## src/rtl/key_seq_ctrl.sv

```systemverilog
// rtl/key_seq_ctrl.sv - serial key loader and run-budget sequencer for a locked DUT FSM
module key_seq_ctrl #(
  parameter int KEY_W = 8,
  parameter int CNT_W = 16,
  parameter int TMO   = 255
) (
  input  logic             clk,
  input  logic             rst,
  input  logic             start,
  input  logic             abort,
  input  logic             key_valid,
  input  logic             key_bit,
  input  logic [CNT_W-1:0] run_cycles,
  output logic             key_ready,
  output logic [KEY_W-1:0] key_out,
  output logic             dut_rst,
  output logic             busy,
  output logic             done,
  output logic             err,
  output logic [CNT_W-1:0] cycle_cnt
);

  // Bit counter only ever holds 0..KEY_W-1; idle timer only ever reaches TMO.
  localparam int BCNT_W = $clog2(KEY_W + 1);
  localparam int TMR_W  = $clog2(TMO + 1);

  typedef enum logic [2:0] {
    IDLE  = 3'd0,
    LOAD  = 3'd1,
    APPLY = 3'd2,
    RUN   = 3'd3,
    DONE  = 3'd4
  } state_t;

  state_t             state_q, state_d;
  logic [KEY_W-1:0]   shift_q, shift_d;
  logic [BCNT_W-1:0]  bcnt_q, bcnt_d;
  logic [TMR_W-1:0]   tmr_q, tmr_d;
  logic [CNT_W-1:0]   run_q, run_d;
  logic [KEY_W-1:0]   key_out_q, key_out_d;
  logic [CNT_W-1:0]   cycle_cnt_q, cycle_cnt_d;
  logic               err_q, err_d;

  // State and datapath registers; rst clears everything without waiting for a clock.
  always_ff @(posedge clk or posedge rst) begin
    if (rst) begin
      state_q     <= IDLE;
      shift_q     <= '0;
      bcnt_q      <= '0;
      tmr_q       <= '0;
      run_q       <= '0;
      key_out_q   <= '0;
      cycle_cnt_q <= '0;
      err_q       <= 1'b0;
    end else begin
      state_q     <= state_d;
      shift_q     <= shift_d;
      bcnt_q      <= bcnt_d;
      tmr_q       <= tmr_d;
      run_q       <= run_d;
      key_out_q   <= key_out_d;
      cycle_cnt_q <= cycle_cnt_d;
      err_q       <= err_d;
    end
  end

  // Next-state and datapath update; abort overrides every other event.
  always_comb begin
    state_d     = state_q;
    shift_d     = shift_q;
    bcnt_d      = bcnt_q;
    tmr_d       = tmr_q;
    run_d       = run_q;
    key_out_d   = key_out_q;
    cycle_cnt_d = cycle_cnt_q;
    err_d       = err_q;

    if (abort) begin
      state_d   = IDLE;
      key_out_d = '0;
      err_d     = 1'b0;
    end else begin
      case (state_q)
        IDLE, DONE: begin
          if (start) begin
            state_d = LOAD;
            shift_d = '0;
            bcnt_d  = '0;
            tmr_d   = '0;
            run_d   = run_cycles;
            err_d   = 1'b0;
          end
        end

        LOAD: begin
          if (key_valid) begin
            // A bit arriving on the would-be timeout cycle still counts.
            shift_d = KEY_W'({shift_q, key_bit});
            tmr_d   = '0;
            if (bcnt_q == BCNT_W'(KEY_W - 1)) begin
              state_d = APPLY;
            end else begin
              bcnt_d = bcnt_q + 1'b1;
            end
          end else begin
            tmr_d = tmr_q + 1'b1;
            if (tmr_q == TMR_W'(TMO - 1)) begin
              state_d = DONE;
              err_d   = 1'b1;
            end
          end
        end

        APPLY: begin
          key_out_d   = shift_q;
          cycle_cnt_d = '0;
          state_d     = RUN;
        end

        RUN: begin
          // A zero budget means run until abort, with a saturating counter.
          if ((run_q != '0) && (cycle_cnt_q == run_q - CNT_W'(1))) begin
            state_d = DONE;
          end else if (cycle_cnt_q != {CNT_W{1'b1}}) begin
            cycle_cnt_d = cycle_cnt_q + 1'b1;
          end
        end

        default: begin
          state_d = IDLE;
        end
      endcase
    end
  end

  // Outputs come from registers or from the state alone.
  always_comb begin
    key_ready = (state_q == LOAD);
    dut_rst   = (state_q != RUN);
    busy      = (state_q == LOAD) || (state_q == APPLY) || (state_q == RUN);
    done      = (state_q == DONE);
    err       = err_q;
    key_out   = key_out_q;
    cycle_cnt = cycle_cnt_q;
  end

endmodule

```

## config.mk

```make
export PLATFORM = sky130hd
export DESIGN_NAME = key_seq_ctrl
export DESIGN_NICKNAME = d
export VERILOG_FILES = /design/src/rtl/key_seq_ctrl.sv
export SDC_FILE = /design/constraint.sdc
export NUM_CORES = 1
export LEC_CHECK = 0
export CAP_MARGIN = 0
export CORE_ASPECT_RATIO = 1.75
export CORE_UTILIZATION = 45
export DETAILED_ROUTE_END_ITERATION = 10
export DONT_BUFFER_PORTS = 1
export PLACE_DENSITY = 0.65
export SLEW_MARGIN = 15
export SYNTH_ARGS = -nofsm -noshare
export SYNTH_HDL_FRONTEND = slang
export SYNTH_SLANG_ARGS = --single-unit
```

## constraint.sdc

```tcl
create_clock -name clk -period 3.3 [get_ports clk]
set_input_delay 0.66 -clock clk [delete_from_list [all_inputs] [get_ports clk]]
set_output_delay 0.66 -clock clk [all_outputs]
set_load 0.01 [all_outputs]
```

==> impl_metrics.tcl <==
set metrics [dict create \
    synth_area_um2 3740 \
    yosysMostFrequentCell "sky130_fd_sc_hd__dfrtp_1" \
    synthTopCellsByCount "sky130_fd_sc_hd__dfrtp_1, sky130_fd_sc_hd__nand2_1, sky130_fd_sc_hd__o21ai_0" \
    via_count_of_the_first_global_routing_pass 3028 \
    critical_path.endpoint_type "flop" \
    gp_congestion 0.910 \
    finalSetupViolCount 0 \
    register_bit_total_from_synthesis 64 \
    synthCells 400 \
    yosys_most_used_dff "sky130_fd_sc_hd__dfrtp_1" \
    post_cts_hold_buffer_count 0 \
    tns_ns 0 \
    height_of_the_chip_um 123 \
    sink_count_of_the_clock_tree 64 \
    finalCritPeriodShare 0.941 \
    post_cts_resized 0 \
    slew_headroom 0.429 \
    numCtsBuffers 9 \
    layout_nets 435 \
    hold_slack_ns 0.136 \
    grtUsageTotal 0.226 \
    io-pin-count 51 \
    grt-ovfl-total 0 \
    critical_path.slowest_cell "sky130_fd_sc_hd__or4_2" \
    dp_hpwl_um 6680 \
    diodes 0 \
    worst_ir_drop_vdd_v 0.000394 \
    tightestPinTransition_ns 0.854 \
    synth.yosys.seq_area_share 0.428 \
    cp.required_ns 3.55 \
    run_status "complete, but fails checks" \
    place.port_buffers 0 \
    path_max_fanout 8 \
    critPathMaxStageDelay_ns 0.61 \
    min_path_type "in2async" \
    drv_slew 0 \
    synth_edf_count 0 \
    tritoncts "done" \
    post_cts_setup_buffer_count 0 \
    cellPowerDensity_nw_per_um2 618 \
    worst-r2r-setup-slack_ns 0.19 \
    insertion_delay_of_the_later_clocked_pin_in_the_worst_skew_pair_ns 0.33 \
    ys_async_sr_fraction 1.00 \
    fin_skew_ns 0.00636 \
    crit_path_cell_trace "inv_1, ha_1, or3b_1, or4_4, o22ai_1, nor2_1, nand4b_1, nor3_4, buf_4, or4_2, o21ai_1" \
    reg2reg_depth 11 \
    synth_area_per_cell_um2 9.36 \
    final_util 0.518 \
    drv_cap 0 \
    num-fill-cells 751 \
    leakagePower_nw 1.71 \
    drc 3 \
    biggest_area_consumer_among_synthesized_cells "sky130_fd_sc_hd__dfrtp_1" \
    setup.worst_path.start_class "flop" \
    placed_cells_incl_taps 485 \
    cp.arrival_ns 3.36 \
    layout-area-overhead-vs-synth_pct 11.0 \
    failed_checks "DRC" \
    clk_pin_slew_worst_paths_ns 0.05 \
    dr.pass1.iters 8 \
    dr.first_iter.drc_count 176 \
    wl_per_cell_um 18.2 \
    ys.warnings.count 0 \
    finalWirelength_um 9130 \
    start_util 0.467 \
    antenna_violating_nets_post_route 0 \
    grt_antenna_before_repair 0 \
    mappedNetlistNets 428 \
    hold_viol_final 0 \
    rsz0062_at_grt "no" \
    wire_length_of_the_first_global_routing_pass_um 15100 \
    htreeDepth 3 \
    clock_tree.root_cell "sky130_fd_sc_hd__clkbuf_16" \
    timing.setup.critical_path_class "reg2reg" \
    r2r-start "run_q[0]" \
    synth_top_cells_by_area "sky130_fd_sc_hd__dfrtp_1, sky130_fd_sc_hd__o21ai_0, sky130_fd_sc_hd__mux2_2" \
    floorplan.core_area_um2 8020 \
    clock_period_minus_final_worst_setup_slack_ns 3.11 \
    rows 43 \
    vias_per_cell 6.10 \
    fmaxAchievable_ghz 0.322 \
    grt_start_max_net_pins 35 \
    final_cell_count_no_fill 502 \
    dr_total_vias 3061 \
    cts.path.max_buffers 2 \
    synth.distinct_cells 60 \
    die-area_um2 8710 \
    drive_gt1_frac 0.143 \
    synth_largest_type_area_fraction 0.428 \
    die_x_um 71.0 \
    worstReg2RegEnd "cycle_cnt[0]" \
]
## logic make-up (layout without fill, tap and decap cells)
| kind of cell | after synthesis | count (layout) | synth area share |
|---|---|---|---|
| simple gates | 165 | 165 | 0.245 |
| compound gates | 98 | 98 | 0.164 |
| flops | 64 | 64 | 0.428 |
| buf+inv | 29 | 41 | 0.0421 |
| xor+xnor | 23 | 23 | 0.0575 |
| mux | 15 | 15 | 0.0441 |
| fa+ha+maj | 6 | 6 | 0.0200 |
## placed cells by master (no fill, tap or decap), types with 3 or more instances in the layout
cell,netlist,routed
sky130_fd_sc_hd__nand4b_1,3,3
sky130_fd_sc_hd__nand2_1,35,35
sky130_fd_sc_hd__dfrtp_1,64,64
sky130_fd_sc_hd__nor3_1,10,10
sky130_fd_sc_hd__o21ai_0,33,33
sky130_fd_sc_hd__and3_1,5,5
sky130_fd_sc_hd__nor2_1,32,31
sky130_fd_sc_hd__and2_1,8,8
sky130_fd_sc_hd__buf_4,1,14
sky130_fd_sc_hd__o31ai_1,7,7
sky130_fd_sc_hd__clkbuf_16,0,9
sky130_fd_sc_hd__xnor2_1,12,12
sky130_fd_sc_hd__nand2b_1,5,5
sky130_fd_sc_hd__nand3_1,17,17
sky130_fd_sc_hd__nand3b_1,3,3
sky130_fd_sc_hd__mux2_2,12,12
sky130_fd_sc_hd__xor2_1,10,10
sky130_fd_sc_hd__a21oi_1,24,24
sky130_fd_sc_hd__ha_1,6,6
sky130_fd_sc_hd__o211ai_1,3,3
sky130_fd_sc_hd__nor4_1,6,6
sky130_fd_sc_hd__a22o_1,8,8
sky130_fd_sc_hd__nand4_1,7,7
sky130_fd_sc_hd__a31oi_1,6,6
sky130_fd_sc_hd__inv_1,11,10
sky130_fd_sc_hd__or4_1,3,3
sky130_fd_sc_hd__mux2i_1,3,3
sky130_fd_sc_hd__or3_1,9,9
## power breakdown
part	switching, mW	internal, mW	total [mW]
Combinational	0.307	0.263	0.570
Clock	0.344	0.627	0.971
Sequential	0.148	0.878	1.03
Total	0.799	1.77	2.57
## per-stage QoR
step           setup WS, ns  power (mW)  instance area (um2)
2_1_floorplan         0.482        1.49                 3740
3_3_place_gp          0.309        1.59                 3840
3_5_place_dp          0.198        1.61                 3840
4_1_cts               0.193        2.59                 4150
5_1_grt              0.0411        2.71                 4160
6_report              0.193        2.57                 4160
## metal layers
layer / global-route usage / routed length (um) / up-vias
met1: 0.239 / 3530 / 1499
met5: 0 / 0 / -
li1: - / - / 1473
met2: 0.411 / 4900 / 76
met4: 0.0963 / 220 / 0
met3: 0.0690 / 490 / 13
## critical path, delay by kind of cell (launching register included)
kind	cells	cell delay [ns]
buffers and inverters	2	0.30
adders and majority gates	1	0.17
and+or+nand+nor	6	1.81
AOI/OAI and AO/OA	2	0.31
DFF	1	0.43
## final cells by class
cell class / instances / area, um2 / share of cell area
multi-input combinational: 307 / 1990 / 0.478
sequential: 64 / 1600 / 0.385
inverter: 11 / 41.3 / 0.00993
tap: 90 / 113 / 0.0271
clock buffer: 12 / 256 / 0.0617
clock inverter: 4 / 51.3 / 0.0123
timing repair buffer: 14 / 105 / 0.0253
## state kept, by name (all words and copies together) (netlist names)
signal	cells
err	1
shift_q	8
state_q	3
bcnt_q	4
cycle_cnt	16
tmr_q	8
run_q	16
key_out	8
## worst max-delay path by stage
stage	start	endpoint	cells past startpoint
after floorplan	run_q[0]	cycle_cnt[0]	10
after global placement	run_q[0]	cycle_cnt[15]	11
after detailed placement	run_q[0]	cycle_cnt[9]	11
after CTS	run_q[0]	cycle_cnt[9]	11
after global routing	run_q[0]	cycle_cnt[11]	11
final	run_q[0]	cycle_cnt[0]	11
Power figures use the tool's default switching activity.
